[src/rtl/ped_req_if.sv]
// ped_req_if: pedestrian button/controller signals shared by ped_req and its controller.
interface ped_req_if;
    logic       btn;
    logic       P;
    logic       N;
    logic       busy;
    logic [7:0] req_cnt;
    modport master (output btn, P, input N, busy, req_cnt);
    modport slave  (input btn, P, output N, busy, req_cnt);
endinterface

[src/rtl/ped_req.sv]
// ped_req: synchronizes and debounces a pedestrian button and issues one request per service with hold-off.
module ped_req #(
    parameter int DEB_N  = 4,
    parameter int HOLD_N = 8
) (
    input logic       clk,
    input logic       rst,
    ped_req_if.slave  bus
);
    typedef enum logic [1:0] {IDLE, PEND, SERVE, HOLD} state_t;
    state_t     state;
    logic [1:0] sync;
    logic       lvl;
    logic [3:0] dcnt;
    logic [7:0] hcnt;
    logic       pend;
    logic       press;
    logic [7:0] cnt_inc;
    assign press   = sync[1] & ~lvl & (dcnt == 4'(DEB_N - 1));
    assign cnt_inc = bus.req_cnt + 8'(bus.req_cnt != 8'hff);
    always_ff @(posedge clk or posedge rst)
        if (rst) begin
            sync <= '0;
            lvl  <= 1'b0;
            dcnt <= '0;
        end else begin
            sync <= {sync[0], bus.btn};
            if (sync[1] == lvl) dcnt <= '0;
            else if (dcnt == 4'(DEB_N - 1)) begin
                lvl  <= ~lvl;
                dcnt <= '0;
            end else dcnt <= dcnt + 4'd1;
        end
    // Outputs are registered alongside the state so N/busy track PEND/HOLD exactly.
    always_ff @(posedge clk or posedge rst)
        if (rst) begin
            state       <= IDLE;
            hcnt        <= '0;
            pend        <= 1'b0;
            bus.N       <= 1'b0;
            bus.busy    <= 1'b0;
            bus.req_cnt <= '0;
        end else
            case (state)
                IDLE:
                    if (press) begin
                        state       <= PEND;
                        bus.N       <= 1'b1;
                        bus.req_cnt <= cnt_inc;
                    end
                PEND:
                    if (bus.P) begin
                        state <= SERVE;
                        bus.N <= 1'b0;
                    end
                SERVE:
                    if (!bus.P) begin
                        state    <= HOLD;
                        bus.busy <= 1'b1;
                        hcnt     <= 8'(HOLD_N - 1);
                    end
                HOLD:
                    if (hcnt == 8'd0) begin
                        bus.busy <= 1'b0;
                        pend     <= 1'b0;
                        if (pend | press) begin
                            state       <= PEND;
                            bus.N       <= 1'b1;
                            bus.req_cnt <= cnt_inc;
                        end else state <= IDLE;
                    end else begin
                        hcnt <= hcnt - 8'd1;
                        if (press) pend <= 1'b1;
                    end
                default: state <= IDLE;
            endcase
endmodule
[src/flat_wrapper.sv]
// flat-port wrapper written by rule: the top's interface ports become plain ports
module ped_req_flat 
#(
    parameter int DEB_N  = 4,
    parameter int HOLD_N = 8
)
  (clk, rst, bus_btn, bus_P, bus_N, bus_busy, bus_req_cnt);
  ped_req_if bus_i ();
  input logic clk;
  input logic rst;
  input wire logic [$bits(bus_i.btn)-1:0] bus_btn;
  input wire logic [$bits(bus_i.P)-1:0] bus_P;
  output wire logic [$bits(bus_i.N)-1:0] bus_N;
  output wire logic [$bits(bus_i.busy)-1:0] bus_busy;
  output wire logic [$bits(bus_i.req_cnt)-1:0] bus_req_cnt;
  assign bus_i.btn = bus_btn;
  assign bus_i.P = bus_P;
  assign bus_N = bus_i.N;
  assign bus_busy = bus_i.busy;
  assign bus_req_cnt = bus_i.req_cnt;
  ped_req #(.DEB_N(DEB_N), .HOLD_N(HOLD_N)) u_core (.clk(clk), .rst(rst), .bus(bus_i));
endmodule
[config.mk]
export PLATFORM = sky130hd
export DESIGN_NAME = ped_req_flat
export DESIGN_NICKNAME = d
export VERILOG_FILES = /design/src/rtl/ped_req_if.sv /design/src/rtl/ped_req.sv /design/src/flat_wrapper.sv
export SDC_FILE = /design/constraint.sdc
export NUM_CORES = 1
export LEC_CHECK = 0
export ABC_AREA = 1
export BUFFER_PORTS_ARGS = -buffer_cell sky130_fd_sc_hd__clkbuf_2
export CORE_MARGIN = 10
export CORE_UTILIZATION = 58
export CTS_CLUSTER_DIAMETER = 120
export DETAILED_ROUTE_END_ITERATION = 8
export PLACE_DENSITY = 0.88
export SYNTH_ARGS = -nofsm -noshare
export SYNTH_HDL_FRONTEND = slang
export SYNTH_SLANG_ARGS = --single-unit
[constraint.sdc]
create_clock -name clk -period 1.7 [get_ports clk]
set_input_delay 0.255 -clock clk [delete_from_list [all_inputs] [get_ports clk]]
set_output_delay 0.255 -clock clk [all_outputs]
set_load 0.03 [all_outputs]
Word-level counts from Yosys, hierarchy flattened
Cells that the tools add are included.

cells by class
  equal/unequal tests = 12
  mux-type cells = 24
  $add $sub $neg = 3
  reductions and logical operators = 13
  bitwise operators = 5

operator list
  cell                                                    number
  2-to-1 mux 8 bit                                        5
  one-hot mux 8 bit (2 select lines)                      2
  adder 8 x 1 -> 8 bit                                    1
  zero test 8 bit                                         1
  2-to-1 mux 1 bit                                        8
  2-to-1 mux 2 bit                                        4
  2-to-1 mux 4 bit                                        2
  inequality test 8 bit (second input constant)           1
  one-hot mux 2 bit (4 select lines)                      1
  AND reduction 4 bit                                     2
  subtractor 8 x 1 -> 8 bit (second input constant)       1
  inequality test 2 x 1 -> 1 bit (second input constant)  3
  inequality test 2 bit (second input constant)           3
  AND reduction 3 bit                                     2
  nonzero test 2 bit                                      3
  AND reduction 5 bit                                     1
  adder 4 x 1 -> 4 bit (second input constant)            1
  equality test 2 bit (second input constant)             2
  equality test 4 x 2 -> 1 bit (second input constant)    1
  AND reduction 2 bit                                     2
  one-hot mux 1 bit (3 select lines)                      1
  nonzero test 3 bit                                      1
  AND 1 bit                                               2
  equality test 2 x 1 -> 1 bit (second input constant)    1
  5 further kinds                                         6

storage, ports and cells
  logic and storage cells = 66
  register bits after elaboration = 28
  input port bits = 4

Depth between registers and ports, before layout
Gate-level depths: netlist (run 1).

  depth after elaboration = 7
  mapped depth = 10

Least setup slack after synthesis (run 1)
No wires, ideal clock.

  path kind = reg-to-reg
  start = register u_core.bus.req_cnt[6]
  end = register u_core.bus.req_cnt[6]
  clock period less this slack = 1.742 ns
  cell stages (with the launch flop) = 10
  data arrival time = 1.677 ns
  setup time = 0.065 ns
  path buffers = 0
  required time = 1.635 ns
  slack = -0.042 ns
  cell sequence = dfrtp_1 inv_1 nor3_1 nand4_1 ha_1 ha_1 nand4_1 xor2_1 nand2_1 nand2_1

on the way
  word-level cells in the longest chain between the ends = 5
  elaborated cells between the ends (all ways) = 6
  classes of those cells = 1 x add/sub; 1 x eq/ne; 4 x mux

ends and longest elaborated chain
  item                                  line             RTL
  start, declared                       ped_req_if.sv:9  modport slave (input btn, P, output N, busy, req_cnt);
  start signal, assigned                ped_req.sv:49    bus.req_cnt <= cnt_inc;
  start signal, assigned                ped_req.sv:69    bus.req_cnt <= cnt_inc;
  inequality test 8 bit                 ped_req.sv:20    assign cnt_inc = bus.req_cnt + 8'(bus.req_cnt != 8'hff);
  adder 8 x 1 -> 8 bit *                ped_req.sv:20
  2-to-1 mux 8 bit                      ped_req.sv:66    if (pend | press) begin
  2-to-1 mux 8 bit                      ped_req.sv:63    if (hcnt == 8'd0) begin
  one-hot mux 8 bit (2 select lines) *  ped_req.sv:44    case (state)

Mark *: on every way between the ends. The rest lies on a longest branch, timed or not. The select of a mux whose other input is x is not followed.
A chain may end at the register's enable or synchronous reset.

Worst setup path after layout (run 1)
Same ends and word-level chain as after synthesis.

==> impl_metrics.env, run 1 <==
export IMPL_status="finished clean"
export IMPL_num_rows=19
export IMPL_die_area_um2=5280
export IMPL_rr_startpoint="u_core.bus.req_cnt[6]$_DFFE_PP0P_"
export IMPL_area_growth_syn_to_layout_pct=16.7
export IMPL_whs_endpoint="u_core.sync[0]$_DFF_PP0_"
export IMPL_synth_most_common_cell="nand2_1"
export IMPL_finish_utilization=0.692
export IMPL_min_path_type="in2reg"
export IMPL_vias=1322
export IMPL_synth_top_area_frac=0.436
export IMPL_reg2reg_slack_ns=0.08
export IMPL_power_internal_mw=1.61
export IMPL_netlist_area_um2=1610
export IMPL_worstPathMaxFanout=3
export IMPL_period_needed_ns=1.62
export IMPL_n_antenna_cell=0
export IMPL_synth_warnings=0
export IMPL_post_drt_via_cell_ratio=5.14
export IMPL_nets=241
export IMPL_fmax_mhz=616
export IMPL_peakVddDrop_mv=1.26
export IMPL_dp_cells=248
export IMPL_drive_gt1_frac=0.199
export IMPL_wl_per_cell_um=11.9
export IMPL_min_path_cells=1
export IMPL_criticalPathCategory="reg2reg"
export IMPL_gp_congestion=0.835
export IMPL_cts_tree="built"
export IMPL_finalSetupViolCount=0
export IMPL_seqPwrFrac=0.319
export IMPL_syn_instance_count=200
export IMPL_grt_pass1_vias=1191
export IMPL_core_um2=2710
export IMPL_cts_max_level=1
export IMPL_clkLatencyLatePin_ns=0.33
export IMPL_drt_wl_total_mm=3.05
export IMPL_dr_pass1_iters=6
export IMPL_yosys_area_top_type="dfrtp_1"
export IMPL_ioPinCount=14
export IMPL_hold_start="bus_btn"
export IMPL_drv_slew=0
export IMPL_cp_end_kind="flip-flop"
export IMPL_start_util=0.593
export IMPL_p_leak_nw=0.975
export IMPL_yosysSeqAreaShare=0.436
export IMPL_grt_overflow=0
export IMPL_clock_root_buffer="clkbuf_4"
export IMPL_drtIter0Drc=75
export IMPL_yosys_top_cells_area="dfrtp_1 44%, nand2_1 13%, ha_1 7.8%"
export IMPL_crit_arrival_ns=1.90
export IMPL_dpl_hpwl_mm=2.09
export IMPL_netlist_top_cells_count="57 x nand2_1, 28 x dfrtp_1, 28 x inv_1, 21 x nor2_1, 15 x nand3_1"
export IMPL_ys_ff_latch=28
export IMPL_start_kind="flip-flop"
export IMPL_cts_buffers=3
export IMPL_die_h_um=72.6
export IMPL_fin_crit_sh=0.954
export IMPL_max_clock_path_buffers=2
export IMPL_port_buffers=13
export IMPL_r2r_end="u_core.bus.req_cnt[6]$_DFFE_PP0P_"
export IMPL_synth_distinct_cells=26
export IMPL_pwr_share_comb=0.536
export IMPL_fin_cells=257
export IMPL_fin_worst_skew_ns=0.00260
export IMPL_syn_nets=214
export IMPL_clk_pin_slew_worst_paths_ns=0.14
export IMPL_rr_worst_depth=9
export IMPL_drv_cap=0
export IMPL_p_sw_mw=1.35
export IMPL_synth_avg_cell_area_um2=8.03
export IMPL_synth_edf_count=0
export IMPL_synthArstFlopShare=1.00
export IMPL_grt_pass1_wl_mm=4.91
export IMPL_fp_dieW_um=72.6
export IMPL_slew_headroom=0.768
export IMPL_drc=0
export IMPL_swShare=0.457
export IMPL_worst_pin_slew_ns=0.349
export IMPL_p_per_area_nw_per_um2=1580
export IMPL_synth_flop_cell="dfrtp_1"
export IMPL_crit_required_ns=1.98
export IMPL_hold_viol_final=0
export IMPL_grt_usage=0.112
export IMPL_antenna_found_initial=0
export IMPL_final_antenna_net_count=0
export IMPL_grt_start_max_net_pins=29
export IMPL_cts_sinks=28
export IMPL_clockPowerShare=0.145
registers in the layout, indices dropped and copies added, names as in the netlist:
signal,cells
u_core.sync,2
u_core.bus.req_cnt,8
u_core.lvl,1
u_core.pend,1
u_core.state,2
u_core.dcnt,4
u_core.bus.N,1
u_core.bus.busy,1
u_core.hcnt,8
cell type report:
type                    instances  area, um2
well taps                      31       38.8
multi-input cells             143        837
fillers                       195        835
repair buffers                 22        135
flip-flops and latches         28        703
clock buffers                   3       22.5
inverters                      29        109
clock inverters                 1       30.0
stage by stage:
step / setup WS [ns] / TNS [ns] / instance area [um2] / power, mW / hold slack (ns)
after floorplan: 0.0122 / 0 / 1610 / 2.10 / 0.286
after global placement: 0.0834 / 0 / 1750 / 2.39 / 0.312
after detailed placement: 0.0811 / 0 / 1750 / 2.43 / 0.316
after CTS: 0.0376 / 0 / 1810 / 2.87 / 0.00194
after global routing: -0.0253 / -0.121 / 1880 / 3.19 / 0.000789
final: 0.0777 / 0 / 1880 / 2.97 / 0.0195
worst max path at each step:
stage	start	end	depth (start not counted)
floorplan	u_core.bus.req_cnt[1]$_DFFE_PP0P_	u_core.bus.req_cnt[6]$_DFFE_PP0P_	9
global placement	u_core.bus.req_cnt[6]$_DFFE_PP0P_	u_core.bus.req_cnt[6]$_DFFE_PP0P_	9
detailed placement	u_core.bus.req_cnt[6]$_DFFE_PP0P_	u_core.bus.req_cnt[6]$_DFFE_PP0P_	9
CTS	u_core.bus.req_cnt[6]$_DFFE_PP0P_	u_core.bus.req_cnt[6]$_DFFE_PP0P_	9
global route	u_core.state[0]$_DFFE_PP0P_	u_core.hcnt[2]$_DFFE_PP0P_	8
finish	u_core.bus.req_cnt[6]$_DFFE_PP0P_	u_core.bus.req_cnt[6]$_DFFE_PP0P_	9
placed cells by master, fill, tap and decap left out, types with 2 or more instances in the layout:
cell / count
or2_2: 2
xnor2_1: 3
nor2_4: 2
dfrtp_1: 26
inv_1: 28
nor2_2: 2
buf_4: 8
nand4_1: 3
nand2_1: 58
ha_1: 7
clkbuf_4: 3
ha_2: 3
dfrtp_2: 2
nand3_1: 13
o21ai_1: 4
nor2_1: 19
o21ai_0: 6
nand3_2: 2
clkbuf_2: 13
xor2_1: 8
a21oi_1: 2
critical path: stages (launching register included):
cell and delay (ns):
dfrtp_2 0.41, inv_1 0.07, nor3_2 0.17, nand4_1 0.12
ha_2 0.21, ha_2 0.19, nand4_1 0.12, xor2_1 0.15
nand2_1 0.07, nand2_1 0.06
power by group through the flow:
stage	sequential [mW]	clock (mW)	combinational, mW
after global placement	0.967	0	1.42
after detailed placement	0.971	0	1.46
after global routing	0.967	0.459	1.77
final	0.945	0.430	1.59
after floorplan	1.09	0	1.01
after CTS	0.958	0.445	1.47
layer usage:
layer	vias to the layer above	GRT usage	share of wire
met5	-	0	0
met4	0	0.0443	0.026
met3	8	0.0204	0.034
met2	26	0.188	0.49
met1	612	0.137	0.45
li1	676	-	-
cell families (layout without fill, tap and decap cells):
family,count (synthesis),count (layout),synth area share
simple gates,106,107,0.298
buf+inv,30,55,0.0709
flops,28,28,0.436
compound gates,15,15,0.0569
xor+xnor,11,11,0.0600
fa+ha+maj,10,10,0.0779
timing repair:
item	CTS	global route
buffers inserted	0	3
hold endpoints to repair	28	0
gates resized for setup	0	10
setup endpoints to repair	0	10
hold buffers	1	0
Power figures use the tool's default switching activity.
==> run 2: changes to the inputs <==
- clock period: 1.7 -> 1.6 ns (I/O delays scaled with it)
==> run 2 against run 1 <==
The run now ends with setup timing left. Hold slack gained 0.23 ns. Sequential share of layout area decreased by 1.5 points. Register-to-register slack got worse by 0.10 ns. Wire length increased by 18%. Combinational power grew 21%. Sequential power is 8% higher. Non-clock buffer count rose by 8. Cell area is 4.9% higher. Critical path type unchanged. Largest cell class unchanged.
==> impl_metrics.env, run 2 (synthesized netlist as in run 1, its figures left out) <==
export IMPL_worst_hold_slack_ns=0.248
export IMPL_reg2reg_slack_ns=-0.02
export IMPL_start_util=0.593
export IMPL_p_total_mw=3.28
export IMPL_grt_pass1_wl_mm=5.60
export IMPL_period_needed_ns=1.62
export IMPL_core_um2=2710
export IMPL_violations="setup timing"
export IMPL_final_setup_tns_ns=-0.0258
export IMPL_hold_viol_final=0
export IMPL_grt_usage=0.130
export IMPL_criticalPathCategory="reg2reg"
export IMPL_peakVddDrop_mv=1.38
export IMPL_grt_pass1_vias=1333
export IMPL_clk_pin_slew_worst_paths_ns=0.15
export IMPL_worstPathMaxFanout=4
export IMPL_cts_buffers=3
export IMPL_vias=1363
export IMPL_drtIter0Drc=58
export IMPL_crit_arrival_ns=1.91
export IMPL_drv_slew=0
export IMPL_rr_startpoint="u_core.bus.req_cnt[0]$_DFFE_PP0P_"
export IMPL_grt_start_max_net_pins=29
export IMPL_grt_overflow=0
export IMPL_cts_sinks=28
export IMPL_cp_end_kind="flip-flop"
export IMPL_postPlaceCellArea_um2=1780
export IMPL_whs_endpoint="u_core.bus.busy$_DFFE_PP0P_"
export IMPL_cp_cell_sequence="nand2_2 > nor3_2 > nand4_1 > ha_2 > ha_4 > nand2_1 > xnor2_1 > nand2_1 > nand2_1"
export IMPL_gp_congestion=0.860
export IMPL_min_path_cells=4
export IMPL_finish_utilization=0.726
export IMPL_layout_common_cells="55 x nand2_1, 24 x inv_1, 22 x dfrtp_1, 19 x nor2_1, 15 x buf_4"
export IMPL_ioPinCount=14
export IMPL_crit_top_cell="nand2_1"
export IMPL_antenna_found_initial=0
export IMPL_status="finished, violations left"
export IMPL_max_clock_path_buffers=2
export IMPL_slew_headroom=0.762
export IMPL_fin_cells=265
export IMPL_die_h_um=72.6
export IMPL_finalSetupViolCount=3
export IMPL_drc=0
export IMPL_drv_cap=0
export IMPL_wl_per_cell_um=13.5
export IMPL_crit_path_top_delay_cell="dfrtp_2"
export IMPL_post_drt_via_cell_ratio=5.14
export IMPL_n_antenna_cell=0
export IMPL_start_kind="flip-flop"
export IMPL_largestRegisters="u_core.bus.req_cnt: 8 flops, u_core.hcnt: 8 flops, u_core.dcnt: 4 flops"
export IMPL_drt_wl_total_mm=3.59
export IMPL_dp_cells=251
export IMPL_p_leak_nw=0.999
export IMPL_regArea_um2=708
export IMPL_multi_input_area_um2=877
export IMPL_p_per_area_nw_per_um2=1670
export IMPL_rr_worst_depth=9
export IMPL_dpl_hpwl_mm=2.29
export IMPL_worst_pin_slew_ns=0.357
export IMPL_fp_dieW_um=72.6
export IMPL_num_rows=19
export IMPL_port_buffers=13
export IMPL_clkLatencyLatePin_ns=0.33
export IMPL_fin_worst_skew_ns=0.00561
export IMPL_min_path_type="in2reg"
export IMPL_nets=249
export IMPL_crit_required_ns=1.88
export IMPL_cts_tree="built"
export IMPL_rsz0062_at_grt="yes"
export IMPL_area_growth_syn_to_layout_pct=22.4
export IMPL_final_antenna_net_count=0
export IMPL_layout_commonest_cell="nand2_1"
export IMPL_dr_pass1_iters=4
export IMPL_fmax_mhz=616
export IMPL_hold_start="bus_P"
export IMPL_r2r_end="u_core.bus.req_cnt[4]$_DFFE_PP0P_"
export IMPL_drive_gt1_frac=0.282
export IMPL_fin_crit_sh=1.01
export IMPL_place_ws_ns=-0.00422
export IMPL_cts_max_level=1
export IMPL_die_area_um2=5280
export IMPL_final_area_um2=1970
export IMPL_clock_root_buffer="clkbuf_4"
export IMPL_fillCellCount=225
export IMPL_fin_ws_ns=-0.0231
export IMPL_critPathMaxStageDelay_ns=0.42
## run 2: where the power goes
group,switching (mW),internal (mW),total [mW]
Combinational,1.23,0.697,1.92
Clock,0.204,0.139,0.343
Sequential,0.122,0.894,1.02
## run 2: cell type report
type / instances / share of cell area
clock buffers: 4 / 0.0184
inverters: 29 / 0.0553
multi-input cells: 143 / 0.446
flip-flops and latches: 28 / 0.360
well taps: 31 / 0.0197
repair buffers: 30 / 0.101
## run 2: how the worst max path moves through the flow
stage	start	end	slack (ns)	depth (start not counted)
finish	u_core.bus.req_cnt[0]$_DFFE_PP0P_	u_core.bus.req_cnt[4]$_DFFE_PP0P_	-0.02	9
global placement	u_core.state[0]$_DFFE_PP0P_	u_core.hcnt[2]$_DFFE_PP0P_	0.02	8
global route	u_core.bus.req_cnt[0]$_DFFE_PP0P_	u_core.bus.req_cnt[4]$_DFFE_PP0P_	-0.1	9
floorplan	u_core.bus.req_cnt[3]$_DFFE_PP0P_	u_core.bus.req_cnt[7]$_DFFE_PP0P_	0.001	10
detailed placement	u_core.bus.req_cnt[7]$_DFFE_PP0P_	u_core.bus.req_cnt[7]$_DFFE_PP0P_	-0.004	10
CTS	u_core.bus.req_cnt[6]$_DFFE_PP0P_	u_core.bus.req_cnt[6]$_DFFE_PP0P_	0.002	9
## run 2: repair_timing
item                                    in CTS  in global routing
hold endpoints to repair                    29                  0
endpoints found under the setup margin       2                 17
hold buffers                                 2                  0
resized for setup                            1                 20
buffers inserted                             1                  6
gates cloned                                 0                  1
pin swaps                                    0                 15
## run 2: worst max-delay path: cells and delay by family (launching register included)
family	cells	cell delay, ns
adders and majority gates	2	0.42
DFF	1	0.42
and+or+nand+nor	6	0.57
xor gates and xnor gates	1	0.15
## run 2: routing by layer
metal / GRT usage / wire length (um)
met1: 0.148 / 1540
met3: 0.0218 / 102
met5: 0 / 0
met4: 0.0506 / 68
met2: 0.234 / 1880
